==> src/rtl/ongoru_zamanlayici.sv <==
// ongoru_zamanlayici: replays a branch trace into a predictor under test.
// Each trace entry is read, issued as a prediction request, and answered by
// the predictor. The outcome is delayed RESOLVE_LAT cycles to emulate the EX
// stage. The delayed outcome drives the predictor update port and the
// branch/misprediction counters.
module ongoru_zamanlayici #(
  parameter int BRANCH_COUNT = 1024,
  parameter int SIM_LEN      = 1000,
  parameter int RESOLVE_LAT  = 2,
  parameter int PC_LEN       = 32,
  parameter int INST_LEN     = 32,
  localparam int PTR_W       = (BRANCH_COUNT > 1) ? $clog2(BRANCH_COUNT) : 1,
  localparam int ENTRY_LEN   = 2*PC_LEN + INST_LEN + 1
) (
  input  logic                 clk_i,
  input  logic                 rst_i,
  input  logic                 start_i,
  output logic                 trace_rd_o,
  output logic [PTR_W-1:0]     trace_addr_o,
  input  logic [ENTRY_LEN-1:0] trace_data_i,
  output logic                 pred_req_valid_o,
  input  logic                 pred_req_ready_i,
  output logic [PC_LEN-1:0]    pred_pc_o,
  output logic [INST_LEN-1:0]  pred_inst_o,
  input  logic                 pred_resp_valid_i,
  input  logic                 pred_taken_i,
  input  logic [PC_LEN-1:0]    pred_target_i,
  output logic                 upd_valid_o,
  output logic [PC_LEN-1:0]    upd_pc_o,
  output logic                 upd_taken_o,
  output logic [PC_LEN-1:0]    upd_target_o,
  output logic                 upd_mispred_o,
  output logic                 busy_o,
  output logic                 end_o,
  output logic [31:0]          br_count_o,
  output logic [31:0]          mispred_count_o
);

  typedef enum logic [2:0] {S_IDLE, S_READ, S_REQ, S_WAIT, S_DRAIN, S_DONE} state_e;

  typedef struct packed {
    logic [PC_LEN-1:0] pc;
    logic              taken;
    logic [PC_LEN-1:0] target;
    logic              mispred;
  } res_t;

  state_e                  state_q, state_d;
  logic [PTR_W-1:0]        ptr_q, ptr_d;
  logic [31:0]             issued_q, issued_d;
  logic                    fresh_q;
  logic [ENTRY_LEN-1:0]    entry_q;
  logic [RESOLVE_LAT-1:0]  vld_pipe_q;
  res_t [RESOLVE_LAT-1:0]  res_pipe_q;
  logic [31:0]             br_cnt_q, br_cnt_d, mis_cnt_q, mis_cnt_d;

  logic [ENTRY_LEN-1:0]    cur;
  logic [PC_LEN-1:0]       cur_pc, cur_tgt;
  logic                    cur_taken;
  logic                    start_ok, hs, resp, mispred;

  // The memory answers one cycle after the read strobe. The first REQ cycle
  // therefore forwards trace_data_i directly, and later cycles use the latched copy.
  assign cur       = fresh_q ? trace_data_i : entry_q;
  assign cur_pc    = cur[PC_LEN-1:0];
  assign cur_taken = cur[PC_LEN+INST_LEN];
  assign cur_tgt   = cur[ENTRY_LEN-1 -: PC_LEN];

  assign start_ok = start_i & ((state_q == S_IDLE) | (state_q == S_DONE));
  assign hs       = (state_q == S_REQ) & pred_req_ready_i;
  // Only WAIT listens to the predictor. The handshake cycle itself is still
  // in REQ, so it is excluded.
  assign resp     = (state_q == S_WAIT) & pred_resp_valid_i;
  assign mispred  = (pred_taken_i != cur_taken) | (cur_taken & (pred_target_i != cur_tgt));

  // State register
  always_ff @(posedge clk_i or posedge rst_i) begin
    if (rst_i) state_q <= S_IDLE;
    else       state_q <= state_d;
  end

  // Next-state logic
  always_comb begin
    state_d = state_q;
    case (state_q)
      S_IDLE, S_DONE: if (start_i) state_d = (SIM_LEN == 0) ? S_DONE : S_READ;
      S_READ:         state_d = S_REQ;
      S_REQ:          if (hs) state_d = S_WAIT;
      S_WAIT:         if (resp) state_d = (issued_q < 32'(SIM_LEN)) ? S_READ : S_DRAIN;
      S_DRAIN:        if (vld_pipe_q == '0) state_d = S_DONE;
      default:        state_d = S_IDLE;
    endcase
  end

  // Outputs decoded from the current state
  always_comb begin
    trace_rd_o       = (state_q == S_READ);
    pred_req_valid_o = (state_q == S_REQ);
    busy_o           = (state_q == S_READ) | (state_q == S_REQ) |
                       (state_q == S_WAIT) | (state_q == S_DRAIN);
    end_o            = (state_q == S_DONE);
  end

  assign trace_addr_o    = ptr_q;
  assign pred_pc_o       = cur_pc;
  assign pred_inst_o     = cur[PC_LEN +: INST_LEN];
  assign upd_valid_o     = vld_pipe_q[RESOLVE_LAT-1];
  assign upd_pc_o        = res_pipe_q[RESOLVE_LAT-1].pc;
  assign upd_taken_o     = res_pipe_q[RESOLVE_LAT-1].taken;
  assign upd_target_o    = res_pipe_q[RESOLVE_LAT-1].target;
  assign upd_mispred_o   = res_pipe_q[RESOLVE_LAT-1].mispred;
  assign br_count_o      = br_cnt_q;
  assign mispred_count_o = mis_cnt_q;

  // Next values for the trace pointer, issue count and saturating statistics
  always_comb begin
    ptr_d     = ptr_q;
    issued_d  = issued_q;
    br_cnt_d  = br_cnt_q;
    mis_cnt_d = mis_cnt_q;
    if (start_ok) begin
      ptr_d     = '0;
      issued_d  = '0;
      br_cnt_d  = '0;
      mis_cnt_d = '0;
    end else begin
      if (hs) begin
        issued_d = issued_q + 32'd1;
        ptr_d    = (ptr_q == PTR_W'(BRANCH_COUNT-1)) ? '0 : ptr_q + PTR_W'(1);
      end
      if (upd_valid_o && br_cnt_q != '1) br_cnt_d = br_cnt_q + 32'd1;
      if (upd_valid_o && upd_mispred_o && mis_cnt_q != '1) mis_cnt_d = mis_cnt_q + 32'd1;
    end
  end

  // Pointer, counters and trace entry latch
  always_ff @(posedge clk_i or posedge rst_i) begin
    if (rst_i) begin
      ptr_q     <= '0;
      issued_q  <= '0;
      br_cnt_q  <= '0;
      mis_cnt_q <= '0;
      fresh_q   <= 1'b0;
      entry_q   <= '0;
    end else begin
      ptr_q     <= ptr_d;
      issued_q  <= issued_d;
      br_cnt_q  <= br_cnt_d;
      mis_cnt_q <= mis_cnt_d;
      fresh_q   <= (state_q == S_READ);
      if (fresh_q) entry_q <= trace_data_i;
    end
  end

  // Resolve pipeline. It shifts every cycle independent of the FSM, so the
  // next branch can be read and issued while older outcomes are in flight.
  always_ff @(posedge clk_i or posedge rst_i) begin
    if (rst_i) begin
      vld_pipe_q <= '0;
      res_pipe_q <= '0;
    end else begin
      vld_pipe_q[0] <= resp;
      res_pipe_q[0] <= '{pc: cur_pc, taken: cur_taken, target: cur_tgt, mispred: mispred};
      for (int i = 1; i < RESOLVE_LAT; i++) begin
        vld_pipe_q[i] <= vld_pipe_q[i-1];
        res_pipe_q[i] <= res_pipe_q[i-1];
      end
    end
  end

endmodule
==> config.mk <==
export PLATFORM = sky130hd
export DESIGN_NAME = ongoru_zamanlayici
export DESIGN_NICKNAME = d
export VERILOG_FILES = /design/src/rtl/ongoru_zamanlayici.sv
export SDC_FILE = /design/constraint.sdc
export NUM_CORES = 1
export LEC_CHECK = 0
export ABC_AREA = 1
export CAP_MARGIN = 0
export CORE_UTILIZATION = 45
export CTS_CLUSTER_DIAMETER = 150
export CTS_CLUSTER_SIZE = 16
export DETAILED_ROUTE_END_ITERATION = 12
export PLACE_DENSITY = 0.81
export SYNTH_ARGS = -nofsm -noshare
export SYNTH_HDL_FRONTEND = slang
export SYNTH_SLANG_ARGS = --single-unit
==> constraint.sdc <==
create_clock -name clk_i -period 16.5 [get_ports clk_i]
set_clock_uncertainty 0.15 [all_clocks]
set_input_delay 3.3 -clock clk_i [delete_from_list [all_inputs] [get_ports clk_i]]
set_output_delay 3.3 -clock clk_i [all_outputs]
set_load 0.1 [all_outputs]
==> summary.md, run 1 <==
| Metric | Value |
|---|---|
| Status | `completed` |
| Fmax | `115.9 MHz` |
| Clk slew on worst S/H paths | `0.07 ns` |
| Mapped cell area | `0.01396 mm²` |
| First-pass GRT wire length | `58560 µm` |
| H-tree levels | `1` |
| Ports | `344` |
| CTS buffer count | `21` |
| Multi-input combinational cell area | `0.005283 mm²` |
| Final Hold Vio Count | `0` |
| Slew Viols, Final | `0` |
| Clk root buf | `clkbuf_16` |
| Initial antenna violation count | `1` |
| Initial DRC count | `742` |
| Site Rows | `64` |
| Max_slew headroom | `23.24%` |
| DRT antenna net count | `0` |
| CP endpoint kind | `primary output` |
| Initial core utilization | `45.65%` |
| Overall die area | `0.03174 mm²` |
| Mean Syn Cell Area | `7.837 µm²` |
| CTS sink cnt | `276` |
| Register area | `0.006910 mm²` |
| CP required | `13.05 ns` |
| Core area | `0.03059 mm²` |
| Dpl cell area | `0.01676 mm²` |
| Syn nets | `1921` |
| Worst setup endpoint | `pred_inst_o[7]` |
| Hpwl dp | `27260 µm` |
| Worst r2r path cells | `11` |
| Number of global-route vias before repair | `11560` |
| Clk buf depth | `3` |
| Worst-Margin Slew | `1.148 ns` |
| Final setup viols | `0` |
| Slowest stage delay, CP | `1.13 ns` |
| Worst Setup SP | `trace_data_i[39]` |
| Routed wire length | `37200 µm` |
| R2R setup slack | `13.73 ns` |
| Design area | `0.01732 mm²` |
| RSZ-0062 raised after global routing | `false` |
| Clk_lat worst skew | `0.53 ns` |
| GP Congestion | `0.9472` |
| Post-CTS setup buffers | `0` |
| Layout cells sized above 1 | `3.528%` |
| TritonRoute pass-1 iters | `5` |
| CTS tree | `yes` |
| Nets | `2122` |
| Yosys cell types | `43` |
| Vias | `12060` |
| Reg-to-reg startpoint | `fresh_q` |
| R2R Path End | `res_pipe_q[0]` |
| Die X | `178.2 µm` |
| CP delay by family, top | `buffers and inverters` |
| Slowest cell on crit path | `clkdlybuf4s50_1` |
| Largest net degree at the start of global routing | `123` |
| Setup TNS | `0 ns` |
| Sequential share of the synthesized area | `49.46%` |
| Critical path depth | `4` |
| Via density | `5.065` |
| Die Ht | `178.2 µm` |
| #FFs+latches synth | `276` |
| YS warnings | `0` |
| Synth Instances | `1782` |
| Final core occ | `56.62%` |
| Setup CP Type | `input pin to primary output` |
| Aggregate global routing overflow | `0` |
| HP Class | `flop to flop` |
| Max_cap viols | `0` |
| WP data arrival | `5.18 ns` |
| Minimum clock period | `8.630 ns` |
| PortBufs | `343` |
| Bufs and invs on worst path | `2` |
| Final Cycle Share | `52.30%` |
| Cell breakdown of the critical path | `clkdlybuf4s50_1 -> nand2_1 -> nand2_1 -> clkdlybuf4s50_1` |
| Crit-path max FO | `2` |
| GRT Total Usage | `23.28%` |
| Post-CTS sizing | `0` |
| Wirelength per Cell | `15.62 µm` |
| CTS Hold Bufs | `0` |
| Synth-to-Final Area Change | `24.03%` |
| Worst Setup Start Kind | `input pin` |
| FILL cells | `2701` |
| DRC violations left | `0` |
-- area by class of cell --
class / count / area share, %
sequential: 276 / 39.90
multi-input combinational: 1177 / 30.50
antenna: 1 / 0.01445
clock buffer: 22 / 3.056
tap: 396 / 2.861
inverter: 159 / 3.489
clock inverter: 2 / 0.1445
timing repair buffer: 348 / 20.04
-- layout by cell type (no fill, tap or decap), types with 2 or more instances in the layout --
| master | n |
|---|---|
| nand2_1 | 633 |
| clkdlybuf4s50_1 | 343 |
| dfrtp_1 | 275 |
| nor2_1 | 156 |
| inv_1 | 151 |
| nand3_1 | 123 |
| o21ai_0 | 62 |
| nor3_1 | 47 |
| xor2_1 | 24 |
| o21ai_1 | 22 |
| clkbuf_16 | 21 |
| a21oi_1 | 20 |
| nand4_1 | 14 |
| xnor2_1 | 9 |
| o31ai_1 | 9 |
| inv_2 | 7 |
| nand2_2 | 7 |
| nor2_2 | 7 |
| nand3b_1 | 5 |
| buf_4 | 5 |
| or2_2 | 4 |
| a31oi_1 | 4 |
| ha_1 | 4 |
| nor2_4 | 3 |
| nand2_4 | 3 |
| nor4_1 | 3 |
| nor3_2 | 2 |
| a21oi_4 | 2 |
| o21bai_1 | 2 |
-- per-stage QoR --
stage               setup WS (ns)  hold slack, ns  std cells
floorplan                   5.441          0.1812       1782
CTS                         7.856          0.2174       2380
global placement            7.848          0.1917       2356
detailed placement          7.864          0.1964       2356
global route                7.847          0.2263       2381
finish                      7.870          0.2204       2381
-- kinds of logic (layout without fill, tap and decap cells) --
logic type	Yosys count	count (layout)	share of synthesized area, %
compound gates	125	125	4.991
xor+xnor	33	33	2.070
fa+ha+maj	4	4	0.3584
buf+inv	329	531	12.71
flops	276	276	49.46
mux	1	1	0.07168
other cells	0	1	0
simple gates	1014	1014	30.34
-- Yosys cell counts (all sizes together) --
master  number  share of area, %
nand3      124               4.5
clkinv       1             0.027
inv        158               4.2
nor4         3              0.13
clkbuf      18              0.48
or2          4              0.18
a22o         1             0.063
o21ai       85               3.1
o21bai       2              0.11
ha           4              0.36
nand3b       5              0.27
and3         1             0.045
dfrtp      276                49
nand2      643                18
nand4       14              0.63
mux2i        1             0.072
o31ai        9              0.48
nor2       167               4.9
nor3        50               1.9
nand2b       1             0.045
a31oi        4              0.18
xnor2        9              0.56
xor2        24               1.5
o211ai       1             0.054
o221a        1             0.081
buf        152               8.0
and2         1             0.045
nor3b        1             0.054
a21oi       22              0.95
-- registers in the layout, summed over array words and instances (netlist names), 2 cells and up --
name / flops
res_pipe_q: 63
entry_q: 35
br_count_o: 32
issued_q: 32
mispred_count_o: 32
upd_pc_o: 32
upd_target_o: 32
trace_addr_o: 10
state_q: 3
vld_pipe_q: 2
-- how the worst min path moves through the flow --
stage	startpoint	end	cells past startpoint
finish	res_pipe_q[8]	upd_target_o[7]	0
global route	res_pipe_q[49]	upd_pc_o[15]	0
CTS	res_pipe_q[49]	upd_pc_o[15]	0
detailed placement	res_pipe_q[0]	upd_mispred_o	0
global placement	res_pipe_q[0]	upd_mispred_o	0
floorplan	res_pipe_q[0]	upd_mispred_o	0
-- per-layer routing --
metal | routed length [µm] | up-vias | global-route usage (%)
met5 | 0 | - | 0
met4 | 1036 | 0 | 7.051
met3 | 2629 | 74 | 4.817
met2 | 18570 | 448 | 41.15
met1 | 14960 | 5669 | 28.33
li1 | - | 5869 | -
Power of run 1 is left out: the tool's default activity adds up to more than one toggle a clock period on the data nets, which glitch-free logic cannot reach.
==> run 2, diff against run 1 <==
==> constraint.sdc (replaced) <==
create_clock -name clk_i -period 8.2 [get_ports clk_i]
set_clock_uncertainty 0.15 [all_clocks]
set_input_delay 1.64 -clock clk_i [delete_from_list [all_inputs] [get_ports clk_i]]
set_output_delay 1.64 -clock clk_i [all_outputs]
set_load 0.1 [all_outputs]
==> summary.md, run 2 (same netlist as run 1, synthesis figures left out) <==
| Metric | Value |
|---|---|
| Status | `completed` |
| GRT Total Usage | `23.32%` |
| Ports | `344` |
| First-pass GRT wire length | `58810 µm` |
| Worst Setup Start Kind | `flop` |
| Core area | `0.03059 mm²` |
| Initial DRC count | `905` |
| Max reg flops | `63` |
| Via density | `5.039` |
| Initial core utilization | `45.65%` |
| FILL cells | `2723` |
| Clk_lat worst skew | `0.52 ns` |
| Setup WS post-layout | `2.604 ns` |
| Biggest regs | `res_pipe_q: 63 flops, entry_q: 35 flops` |
| Bufs and invs on worst path | `3` |
| R2R setup slack | `5.18 ns` |
| Worst r2r path cells | `12` |
| WP data arrival | `3.81 ns` |
| Setup TNS | `0 ns` |
| Crit-path max FO | `67` |
| Number of global-route vias before repair | `11530` |
| CTS Hold Bufs | `0` |
| Wirelength per Cell | `15.80 µm` |
| Vias | `11990` |
| CP endpoint kind | `primary output` |
| Nets | `2122` |
| DRC violations left | `0` |
| Overall die area | `0.03174 mm²` |
| Largest net degree at the start of global routing | `185` |
| Slowest cell on crit path | `clkdlybuf4s50_1` |
| Initial antenna violation count | `0` |
| Final Hold Vio Count | `0` |
| Layout cells sized above 1 | `3.528%` |
| Site Rows | `64` |
| Setup CP Type | `flop to primary output` |
| Hpwl dp | `27900 µm` |
| Post-CTS sizing | `0` |
| Slew Viols, Final | `0` |
| Crit path top cell by count | `nand2_1` |
| # diodes | `0` |
| Cell breakdown of the critical path | `inv_2 -> buf_4 -> nand2_1 -> nand2_1 -> clkdlybuf4s50_1` |
| Most frequent cells in the layout | `nand2_1, clkdlybuf4s50_1, dfrtp_1` |
| Routed wire length | `37600 µm` |
| Worst Hold Path Cells | `0` |
| Synth-to-Final Area Change | `24.07%` |
| Setup WS pre-CTS | `2.885 ns` |
| Post-CTS setup buffers | `0` |
| Final Cycle Share | `68.25%` |
| Die X | `178.2 µm` |
| Minimum clock period | `5.596 ns` |
| Max_cap viols | `0` |
| PortBufs | `343` |
| CP delay by family, top | `buffers and inverters` |
| TritonRoute pass-1 iters | `5` |
| CTS buffer count | `21` |
| Commonest non-fill, non-tap cell in the layout | `nand2_1` |
| H-tree levels | `1` |
| DRT antenna net count | `0` |
| CTS tree | `yes` |
| Largest Register | `res_pipe_q` |
| Clk root buf | `clkbuf_16` |
| CP required | `6.41 ns` |
| Non-Filler Instances | `2380` |
| Die Ht | `178.2 µm` |
| Worst-Margin Slew | `1.118 ns` |
| HP Class | `flop to flop` |
| Aggregate global routing overflow | `0` |
| Fmax | `178.7 MHz` |
| Critical path depth | `5` |
| GP Congestion | `0.9214` |
| Clk slew on worst S/H paths | `0.08 ns` |
| Final setup viols | `0` |
| RSZ-0062 raised after global routing | `false` |
| CTS sink cnt | `276` |
| Max_slew headroom | `25.24%` |
| Clk buf depth | `3` |
| Slowest stage delay, CP | `1.17 ns` |
| Placed cell count | `2356` |
-- run 2: changes by cell type in the layout (fill, tap and decap cells not counted), sizes merged --
| cell | delta |
|---|---|
| clkinvlp | +1 |
| inv | -1 |
| diode | -1 |
-- run 2: layer usage --
| metal | global-route usage [%] | part of all wire (%) |
|---|---|---|
| met4 | 8.262 | 3.6 |
| met2 | 40.79 | 50 |
| met1 | 28.74 | 40 |
| met3 | 4.113 | 6.5 |
| met5 | 0 | 0 |
-- run 2: path summary, 6_finish.rpt --
| kind | startpoint | endpoint |
|---|---|---|
| max | fresh_q | pred_pc_o[20] |
| min | res_pipe_q[17] | upd_target_o[16] |
| max reg2reg | state_q[1] | trace_addr_o[5] |
| min reg2reg | res_pipe_q[17] | upd_target_o[16] |
| max in group asynchronous | rst_i | res_pipe_q[47] |
| min in group asynchronous | rst_i | upd_target_o[1] |
-- run 2: layout make-up --
class / count / area [µm²] / share of cell area (%)
timing repair buffer: 348 / 3483 / 20.10
clock buffer: 22 / 529.3 / 3.055
multi-input combinational: 1177 / 5283 / 30.49
clock inverter: 2 / 25.02 / 0.1444
tap: 396 / 495.5 / 2.860
inverter: 159 / 600.6 / 3.466
sequential: 276 / 6910 / 39.88
-- run 2: per-stage QoR --
step           instance area, µm²  hold slack, ns  utilization, %
2_1_floorplan               13970          0.1812               -
3_3_place_gp                16770          0.1978           54.83
3_5_place_dp                16770          0.2088           54.83
4_1_cts                     17330          0.2152           56.64
5_1_grt                     17330          0.2309           56.64
6_report                    17330          0.2135           56.64
Power of run 2 is left out for the same reason.
==> run 3, diff against run 2 <==
--- a/config.mk
+++ b/config.mk
@@ -11,7 +11,7 @@
 export CTS_CLUSTER_DIAMETER = 150
 export CTS_CLUSTER_SIZE = 16
 export DETAILED_ROUTE_END_ITERATION = 12
-export PLACE_DENSITY = 0.81
+export PLACE_DENSITY = 0.84
 export SYNTH_ARGS = -nofsm -noshare
 export SYNTH_HDL_FRONTEND = slang
 export SYNTH_SLANG_ARGS = --single-unit
==> constraint.sdc (replaced) <==
create_clock -name clk_i -period 4.8 [get_ports clk_i]
set_clock_uncertainty 0.15 [all_clocks]
set_input_delay 0.96 -clock clk_i [delete_from_list [all_inputs] [get_ports clk_i]]
set_output_delay 0.96 -clock clk_i [all_outputs]
set_load 0.1 [all_outputs]
==> summary.md, run 3 (same netlist as run 1, synthesis figures left out) <==
| Metric | Value |
|---|---|
| Minimum clock period | `3.806 ns` |
| HP Class | `flop to flop` |
| Biggest regs | `res_pipe_q: 63 flops, entry_q: 35 flops` |
| First-pass GRT wire length | `58900 µm` |
| Post-CTS setup buffers | `0` |
| CTS sink cnt | `276` |
| WP data arrival | `2.70 ns` |
| Clk root buf | `clkbuf_16` |
| Commonest non-fill, non-tap cell in the layout | `nand2_1` |
| Fmax | `262.7 MHz` |
| Via density | `5.059` |
| CTS tree | `yes` |
| CTS Hold Bufs | `0` |
| Post-CTS sizing | `0` |
| Core area | `0.03059 mm²` |
| Slew Viols, Final | `0` |
| Max reg flops | `63` |
| Hpwl dp | `27870 µm` |
| Overall die area | `0.03174 mm²` |
| Final Hold Vio Count | `0` |
| Largest Register | `res_pipe_q` |
| Initial DRC count | `835` |
| Site Rows | `64` |
| Initial antenna violation count | `1` |
| Initial core utilization | `45.65%` |
| Status | `completed` |
| Crit-path max FO | `37` |
| TritonRoute pass-1 iters | `6` |
| DRC violations left | `0` |
| Aggregate global routing overflow | `0` |
| Max_slew headroom | `26.30%` |
| Vias | `12060` |
| Routed wire length | `37170 µm` |
| Setup TNS | `0 ns` |
| FILL cells | `2735` |
| CP endpoint kind | `primary output` |
| Layout cells sized above 1 | `6.945%` |
| Final setup viols | `0` |
| Number of global-route vias before repair | `11550` |
| Clk buf depth | `3` |
| Clk slew on worst S/H paths | `0.07 ns` |
| Synth-to-Final Area Change | `23.18%` |
| Die X | `178.2 µm` |
| H-tree levels | `1` |
| Ports | `344` |
| Nets | `2125` |
| CP required | `3.69 ns` |
| Wirelength per Cell | `15.59 µm` |
| Die Ht | `178.2 µm` |
| PortBufs | `343` |
| GP Congestion | `0.9150` |
| Most frequent cells in the layout | `nand2_1, clkdlybuf4s50_1, dfrtp_1` |
| Final Cycle Share | `79.29%` |
| Setup CP Type | `flop to primary output` |
| GRT Total Usage | `23.43%` |
| Worst-Margin Slew | `1.102 ns` |
| Max_cap viols | `0` |
| DRT antenna net count | `0` |
| CTS buffer count | `21` |
| Worst Setup Start Kind | `flop` |
| Clk_lat worst skew | `0.53 ns` |
| RSZ-0062 raised after global routing | `false` |
| Largest net degree at the start of global routing | `144` |
## run 3: area by class of cell
class / count / area [µm²] / share of cell area, %
Antenna cell: 1 / 2.502 / 0.01455
Clock buffer: 22 / 529.3 / 3.077
Clock inverter: 2 / 25.02 / 0.1455
Inverter: 159 / 600.6 / 3.491
Multi-Input combinational cell: 1177 / 5283 / 30.71
Sequential cell: 276 / 6910 / 40.17
Tap cell: 396 / 495.5 / 2.880
Timing Repair Buffer: 351 / 3356 / 19.51
## run 3: worst max-delay path: stages (launching register included)
cell and delay [ns]:
dfrtp_4 0.65, inv_2 0.52, buf_4 0.44, nand2_1 0.11, nand2_1 0.11, buf_4 0.30
## run 3: through the flow
stage               worst slack, ns  cell area (µm²)  utilization, %  cells  hold WS, ns
finish                       0.9940            17200           56.23   2384       0.2016
floorplan                   0.03864            13970               -   1782       0.1812
global route                 0.8288            17200           56.23   2383       0.2118
global placement              1.466            16640           54.41   2359       0.1946
CTS                          0.9606            17200           56.23   2383       0.2045
detailed placement            1.421            16640           54.41   2359       0.1871
## run 3: layer usage
metal | global-route usage (%) | vias up | wire (µm)
met5 | 0 | - | 0
met1 | 29.11 | 5604 | 14690
met4 | 10.33 | 0 | 1677
met2 | 38.91 | 487 | 17990
li1 | - | 5875 | -
met3 | 5.286 | 95 | 2812
## run 3: path summary, 6_finish.rpt
path	slack [ns]	to	cells after the start	from
worst min-delay path	0.20	upd_mispred_o	0	res_pipe_q[0]
worst max-delay path	0.99	pred_pc_o[11]	5	fresh_q
max in group asynchronous	3.03	upd_pc_o[4]	3	rst_i
worst min register to register	0.20	upd_mispred_o	0	res_pipe_q[0]
worst max register to register	1.94	res_pipe_q[0]	11	fresh_q
min in group asynchronous	0.87	upd_mispred_o	3	rst_i
Power of run 3 is left out for the same reason.
